## config.mk

```make
export PLATFORM = sky130hd
export DESIGN_NAME = execute_memory_pipe
export DESIGN_NICKNAME = d
export VERILOG_FILES = /design/src/rtl/execute_memory_pipe.sv
export SDC_FILE = /design/constraint.sdc
export NUM_CORES = 1
export LEC_CHECK = 0
export ABC_AREA = 1
export CAP_MARGIN = 20
export CORE_UTILIZATION = 58
export DETAILED_ROUTE_END_ITERATION = 8
export DONT_BUFFER_PORTS = 1
export PLACE_DENSITY_LB_ADDON = 0.05
export SLEW_MARGIN = 20
export SYNTH_ARGS = -nofsm -noshare
export SYNTH_HDL_FRONTEND = slang
export SYNTH_SLANG_ARGS = --single-unit
```

## constraint.sdc

```tcl
create_clock -name Clock -period 1.5 [get_ports Clock]
set_input_delay 0.075 -clock Clock [delete_from_list [all_inputs] [get_ports Clock]]
set_output_delay 0.075 -clock Clock [all_outputs]
set_load 0.005 [all_outputs]
```

## src/rtl/execute_memory_pipe.sv

```systemverilog
// EX/MEM pipeline boundary: valid/ready handshake with a 2-slot skid buffer,
// flush-to-bubble and optional suppression of register-0 writes.
module execute_memory_pipe #(
  parameter int DATA_W             = 32,
  parameter int REG_ADDR_W         = 5,
  parameter int WIDTH_W            = 2,
  parameter int ZERO_DEST_SUPPRESS = 1
) (
  input  logic                  Clock,
  input  logic                  Reset_n,
  input  logic                  Flush,
  input  logic                  In_Valid,
  output logic                  In_Ready,
  input  logic                  RegWrite_In,
  input  logic                  MemToReg_In,
  input  logic                  R_Enable_In,
  input  logic                  W_Enable_In,
  input  logic [WIDTH_W-1:0]    R_Width_In,
  input  logic [WIDTH_W-1:0]    W_Width_In,
  input  logic [DATA_W-1:0]     ALUResult_In,
  input  logic [DATA_W-1:0]     Reg_Data2_In,
  input  logic [REG_ADDR_W-1:0] rDestSelected_In,
  output logic                  Out_Valid,
  input  logic                  Out_Ready,
  output logic                  RegWrite_Out,
  output logic                  MemToReg_Out,
  output logic                  R_Enable_Out,
  output logic                  W_Enable_Out,
  output logic [WIDTH_W-1:0]    R_Width_Out,
  output logic [WIDTH_W-1:0]    W_Width_Out,
  output logic [DATA_W-1:0]     ALUResult_Out,
  output logic [DATA_W-1:0]     Reg_Data2_Out,
  output logic [REG_ADDR_W-1:0] rDestSelected_Out,
  output logic [1:0]            Occupancy
);

  typedef struct packed {
    logic                  rw;
    logic                  m2r;
    logic                  ren;
    logic                  wen;
    logic [WIDTH_W-1:0]    rwid;
    logic [WIDTH_W-1:0]    wwid;
    logic [DATA_W-1:0]     alu;
    logic [DATA_W-1:0]     d2;
    logic [REG_ADDR_W-1:0] dest;
  } ent_t;

  // State encoding equals the number of held entries, so it drives Occupancy directly.
  localparam logic [1:0] ST_EMPTY = 2'd0;
  localparam logic [1:0] ST_ONE   = 2'd1;
  localparam logic [1:0] ST_TWO   = 2'd2;

  logic [1:0] r_state;
  logic       r_in_ready;
  ent_t       r_main, r_skid;

  ent_t       w_in;
  logic       w_accept, w_pop;
  logic [1:0] w_nxt_state;
  logic       w_load_main, w_load_skid, w_skid_to_main;

  always_comb begin
    w_in      = '0;
    w_in.rw   = RegWrite_In & ((ZERO_DEST_SUPPRESS == 0) || (rDestSelected_In != '0));
    w_in.m2r  = MemToReg_In;
    w_in.ren  = R_Enable_In;
    w_in.wen  = W_Enable_In;
    w_in.rwid = R_Width_In;
    w_in.wwid = W_Width_In;
    w_in.alu  = ALUResult_In;
    w_in.d2   = Reg_Data2_In;
    w_in.dest = rDestSelected_In;
  end

  assign w_accept = In_Valid & r_in_ready;
  assign w_pop    = Out_Valid & Out_Ready;

  always_comb begin
    w_nxt_state    = r_state;
    w_load_main    = 1'b0;
    w_load_skid    = 1'b0;
    w_skid_to_main = 1'b0;
    if (Flush) begin
      w_nxt_state = ST_EMPTY;
    end else begin
      case (r_state)
        ST_EMPTY: if (w_accept) begin
          w_load_main = 1'b1;
          w_nxt_state = ST_ONE;
        end
        ST_ONE: begin
          if (w_accept && w_pop) begin
            w_load_main = 1'b1;
          end else if (w_accept) begin
            w_load_skid = 1'b1;
            w_nxt_state = ST_TWO;
          end else if (w_pop) begin
            w_nxt_state = ST_EMPTY;
          end
        end
        ST_TWO: if (w_pop) begin
          w_skid_to_main = 1'b1;
          w_nxt_state    = ST_ONE;
        end
        default: w_nxt_state = ST_EMPTY;
      endcase
    end
  end

  // In_Ready comes from a flop so Out_Ready never reaches it combinationally.
  always_ff @(posedge Clock or negedge Reset_n) begin
    if (!Reset_n) begin
      r_state    <= ST_EMPTY;
      r_in_ready <= 1'b1;
      r_main     <= '0;
      r_skid     <= '0;
    end else begin
      r_state    <= w_nxt_state;
      r_in_ready <= (w_nxt_state != ST_TWO);
      if (w_load_main)         r_main <= w_in;
      else if (w_skid_to_main) r_main <= r_skid;
      if (w_load_skid)         r_skid <= w_in;
    end
  end

  assign In_Ready          = r_in_ready;
  assign Out_Valid         = (r_state != ST_EMPTY);
  assign Occupancy         = r_state;
  assign RegWrite_Out      = Out_Valid & r_main.rw;
  assign MemToReg_Out      = Out_Valid & r_main.m2r;
  assign R_Enable_Out      = Out_Valid & r_main.ren;
  assign W_Enable_Out      = Out_Valid & r_main.wen;
  assign R_Width_Out       = r_main.rwid;
  assign W_Width_Out       = r_main.wwid;
  assign ALUResult_Out     = r_main.alu;
  assign Reg_Data2_Out     = r_main.d2;
  assign rDestSelected_Out = r_main.dest;

endmodule
```

Word level (Yosys, flattened, before mapping). Cells that the tools add are included.

Register bits after elaboration: 157. Input port bits: 82. Output and inout port bits: 81. Logic and storage cells: 54.

Equal/unequal tests: 3. Mux-type cells: 19. Bitwise logic cells: 7. Reduce and logical (&&, ||, !) cells: 5.

Operators by type and width (number): 77-bit two-way mux (2); 2-bit two-way mux (6); 1-bit two-way mux (9); 1-bit bitwise AND (7); 2-bit case mux with 3 select lines (1); 5-bit nonzero test (1); 2-bit nonzero test (2); 2-bit by 1-bit equality test with 1-bit output (second input constant) (1); 2-bit equality test (second input constant) (1); 2-bit logical NOT (1); 2-bit inequality test (second input constant) (1); 1-bit case mux with 2 select lines (1); 1-bit logical AND (1).

Longest topological paths before layout.
Depth after elaboration: 8. Depth in mapped cells: 9. Depth with buffers taken out: 7.

Worst setup path after synthesis. No wires, ideal clock.

Kind: flip-flop to flip-flop. Start point: register r_in_ready, in the netlist In_Ready. End point: register r_main (netlist bit rDestSelected_Out[3]). Library setup time: 117 ps. Data arrival time: 1366 ps. Data required time: 1383 ps. Path slack: 17 ps. Stages on the path, launching flop included: 10. Path buffers: 2. Period minus slack after synthesis: 1483 ps. Path through: dfstp_2 nand2_1 nor2_2 nand3_2 nand2_1 inv_2 buf_6 buf_6 nand2_1 nand2_1.

Longest elaborated chain between the ends: 6. Elaborated cells between the ends (all ways): 8.

Ends and longest elaborated chain: start: declaration (line 55) `logic r_in_ready;`; start signal: assignment (line 120) `r_in_ready <= (w_nxt_state != ST_TWO);`; 1-bit bitwise AND (*) (line 76) `assign w_accept = In_Valid & r_in_ready;`; 1-bit logical AND (line 93) `if (w_accept && w_pop) begin`; 1-bit two-way mux (line 93); 1-bit case mux with 2 select lines (*) (line 87) `case (r_state)`; 1-bit two-way mux (*) (line 84) `if (Flush) begin`; 77-bit two-way mux or 2-bit nonzero test (tied branches); end signal: assignment (line 121) `if (w_load_main) r_main <= w_in;`; end signal: assignment (line 122) `else if (w_skid_to_main) r_main <= r_skid;`; end: declaration (line 56) `ent_t r_main, r_skid;`.

Mark *: on every way between the ends. The rest lies on a longest branch, timed or not. A chain may end at the register's enable or synchronous reset.

Worst setup path after layout.
Start point: register r_in_ready, in the netlist In_Ready. End point: register r_skid[67] (netlist name).

Longest elaborated chain between the ends: 5. Elaborated cells between the ends (all ways): 6.

Ends and longest elaborated chain: 1-bit bitwise AND (*) (line 76); 1-bit two-way mux or 1-bit logical AND (tied branches) (line 95, 93); 1-bit two-way mux (*) (line 93); 1-bit two-way mux (*) (line 87); 1-bit two-way mux (*) (line 84); end signal: assignment (line 123) `if (w_load_skid) r_skid <= w_in;`; end: declaration (line 56).

Marks and branches as above.

==> summary.txt <==
Hold path
  • HP Class: in2async

Power
  • Gate power share: 14.7%
  • Flop pwr share: 49.3%
  • Pleak: 4.62 nW
  • Power per cell area: 1340 mW/mm2
  • Power share of the clock group: a little over a third
  • Pint: 8.63 mW
  • Net Sw Frac: 27.0%
  • NetSw: 3.19 mW
  • Max VDD drop: 0.801 mV

STA
  • Max Clock Skew: 0.00704 ns
  • Final setup viols: 1
  • Worst relative slew slack: 83.0%
  • Final Max Slew Viols: 0
  • Setup_tns: -0.00187 ns
  • Worst slew pin tran: ~0.26 ns
  • Final Hold Viols: 157
  • Final WS setup: -0.00187 ns
  • RSZ-0062 raised after global routing: true
  • Worst hold slack: -0.652 ns
  • Fmax: 666 MHz
  • Minimum clock period: approximately 1.5 ns
  • Period utilization: 100%

Logic synthesis
  • Dominant cells by area after synthesis: dfrtp_1 51%, nand2_1 19%, o21ai_0 8.5%
  • Synth top area share: 50.6%
  • EDFF count, synth: 0
  • Post-synthesis sequential area ratio: 50.9%
  • Main synth FF type: dfrtp_1
  • Count of state elements after synthesis: 157
  • Post-synth ARST share: 100%
  • Syn avg cell area: 7.73 um2
  • Mapped Nets: 1081
  • Commonest cells in the netlist: 381 x nand2_1, 157 x inv_1, 156 x dfrtp_1
  • Synth Cell Area: 0.00772 mm2
  • Distinct cell type count after synthesis: 20
  • Post-Syn Instances: 999
  • Most common cell in the netlist: nand2_1
  • Yosys warns: 0
  • Yosys top cell by area: dfrtp_1

GRT
  • Initial antenna violation count: 0
  • Largest net degree at the start of global routing: 158
  • First-pass GRT wire length: 27500 um
  • Total gr overflow: 0
  • GRT Total Usage: between 20 and 25%
  • Vias in the first global route: 5610

Route
  • Vias/cell: 5.02
  • DRT iter0 DRCs: 452
  • Highest routed layer: met4
  • Met3 routed WL: 968 um
  • DRC: 0
  • DR vias: 5942
  • DR WL/cell: ~14 um
  • Met2 WL: 7930 um
  • WL final: around 17000 um
  • DR pass1 iterations: 5
  • Antenna-violating nets left: 0
  • Metal1 wirelength: 7420 um

Placed design
  • PortBufs: 0
  • Hpwl dp: between 9000 and 10000 um
  • Dpl cell area: approximately 0.0074 mm2
  • Placer Congestion: 0.741
  • Placed insts: 1069

Layout
  • Filler cell count: 1079
  • Post-Layout Cell Count: 1184
  • Final instance area: around 0.0089 mm2
  • Util after Layout: 69.3%
  • Area Growth Syn to Fin: 14.7%
  • Layout cells sized above 1: 5.93%
  • Layout Nets: 1081
  • Ant diodes: 0

Clock tree
  • # H-tree levels: 4
  • Clk_lat worst skew: 0.42 ns
  • Postcts setup bufs: 0
  • Clk root buf: clkbuf_16
  • Clk sink count: 157
  • Hold-fix buffers, CTS: 80
  • CTS tree: yes
  • Worst-path clk slew: about 0.060 ns
  • Total CTS buffers: 17
  • Clock buffer depth: 2

Setup path
  • CP startpoint kind: register
  • Setup CP Type: reg2reg
  • R2r startpoint: In_Ready$_DFF_PN1_
  • Crit. End Element: register
  • Worst Setup SP: In_Ready$_DFF_PN1_
  • Worst Path Max Fanout: 30
  • CP Data Arrival Time: 1.80 ns
  • Worst path required time: 1.80 ns

Die
  • IO Pins: 163
  • Initial Util: 60.4%
  • Core area: 0.0128 mm2
  • Site row count: 41
  • Die height: roughly 120 um
  • Die Wd: 117 um
  • Area of the die: ~0.014 mm2

Outcome
  • Status: finished with violations
  • Violated checks: hold timing, setup timing

Flow run
  • Total of max-cap violations: 0
-- logic make-up (layout without fill, tap and decap cells) --
kind of cell,count (synthesis),after routing,share of synthesized area (%)
AOI/OAI and AO/OA,153,153,9.98
and+or+nand+nor,409,409,20.5
buffers and inverters,280,293,18.6
DFF,157,157,50.9
-- cell type report --
cell class	count	area [um2]	area share (%)
Multi-Input combinational cell	562	2390	27.0
Sequential cell	157	3930	44.4
Inverter	159	597	6.74
Tap cell	172	215	2.43
Timing Repair Buffer	102	1140	12.9
Clock buffer	24	462	5.22
Clock inverter	8	115	1.30
-- metrics by stage --
step           power [mW]  setup WS [ns]
6_report             11.8       -0.00187
5_1_grt              12.5        -0.0804
4_1_cts              11.8      0.0000324
3_5_place_dp         7.41         0.0118
3_3_place_gp         7.29         0.0616
2_1_floorplan        7.46         0.0166
-- worst max-delay path, cell delays in order, from the launching register on --
cell and delay, ns:
dfstp_2 0.54, nand2_1 0.07, nor2_2 0.11, buf_4 0.16, nand2_8 0.12, clkbuf_16 0.24, nand2_1 0.06, o21ai_0 0.07
-- timing repair --
| item | CTS | global route |
|---|---|---|
| gates resized for setup | 2 | 30 |
| pin swaps | 0 | 0 |
| endpoints found under the hold margin | 314 | 157 |
| setup endpoints to repair | 6 | 145 |
| gates cloned | 0 | 3 |
-- per-layer routing --
layer,vias up,track usage [%]
li1,2926,-
met1,2812,32.0
met2,182,40.3
met3,22,6.47
met4,0,9.58
met5,-,0
-- layout by cell type, fill, tap and decap left out --
master         netlist  routed
nor2_4               0       2
clkbuf_8             0       1
nand3_2              1       1
nor2_1               7       6
nand2_1            381     380
buf_4               79       9
inv_2                2       2
nand2_2              2       2
clkbuf_1            20       6
clkinv_2             0       5
o21ai_1             20      46
inv_1              157     157
nand4_4              0       1
buf_16               0       1
buf_6               10       1
dlygate4sd3_1        0      80
dfrtp_1            156     156
nor2_2               3       2
nand4_1              1       1
bufinv_16            0       3
o21ai_0            131     105
clkbuf_16            0      20
o21bai_1             2       2
nand3_1             13      13
nand2_8              0       1
buf_12               0       8
dfstp_2              1       1
-- path summary, 6_finish.rpt --
| check | slack [ns] | to | cells past startpoint |
|---|---|---|---|
| worst max register to register | -0.002 | r_skid[67]$_DFFE_PN0P_ | 7 |
| max in group asynchronous | 1.85 | In_Ready$_DFF_PN1_ | 0 |
| worst min-delay path | -0.65 | r_skid[25]$_DFFE_PN0P_ | 0 |
| worst max-delay path | -0.002 | r_skid[67]$_DFFE_PN0P_ | 7 |
| worst min register to register | 0.48 | r_main[74]$_DFFE_PN0P_ | 2 |
| min in group Clock | 0.01 | r_main[76]$_DFFE_PN0P_ | 4 |
-- power by group through the flow --
stage	Clock [mW]	Sequential [mW]	Combinational, mW
finish	4.26	5.83	1.73
global placement	0	5.86	1.43
floorplan	0	5.65	1.82
CTS	4.30	5.83	1.70
detailed placement	0	5.89	1.52
global route	4.49	5.94	2.05
-- sequential cells by signal, summed over array words and instances, names as in the netlist --
signal / count
Reg_Data2_Out: 32
rDestSelected_Out: 5
r_skid: 77
In_Ready: 1
ALUResult_Out: 32
Occupancy: 2
R_Width_Out: 2
r_main: 4
W_Width_Out: 2
Power figures use the tool's default switching activity.
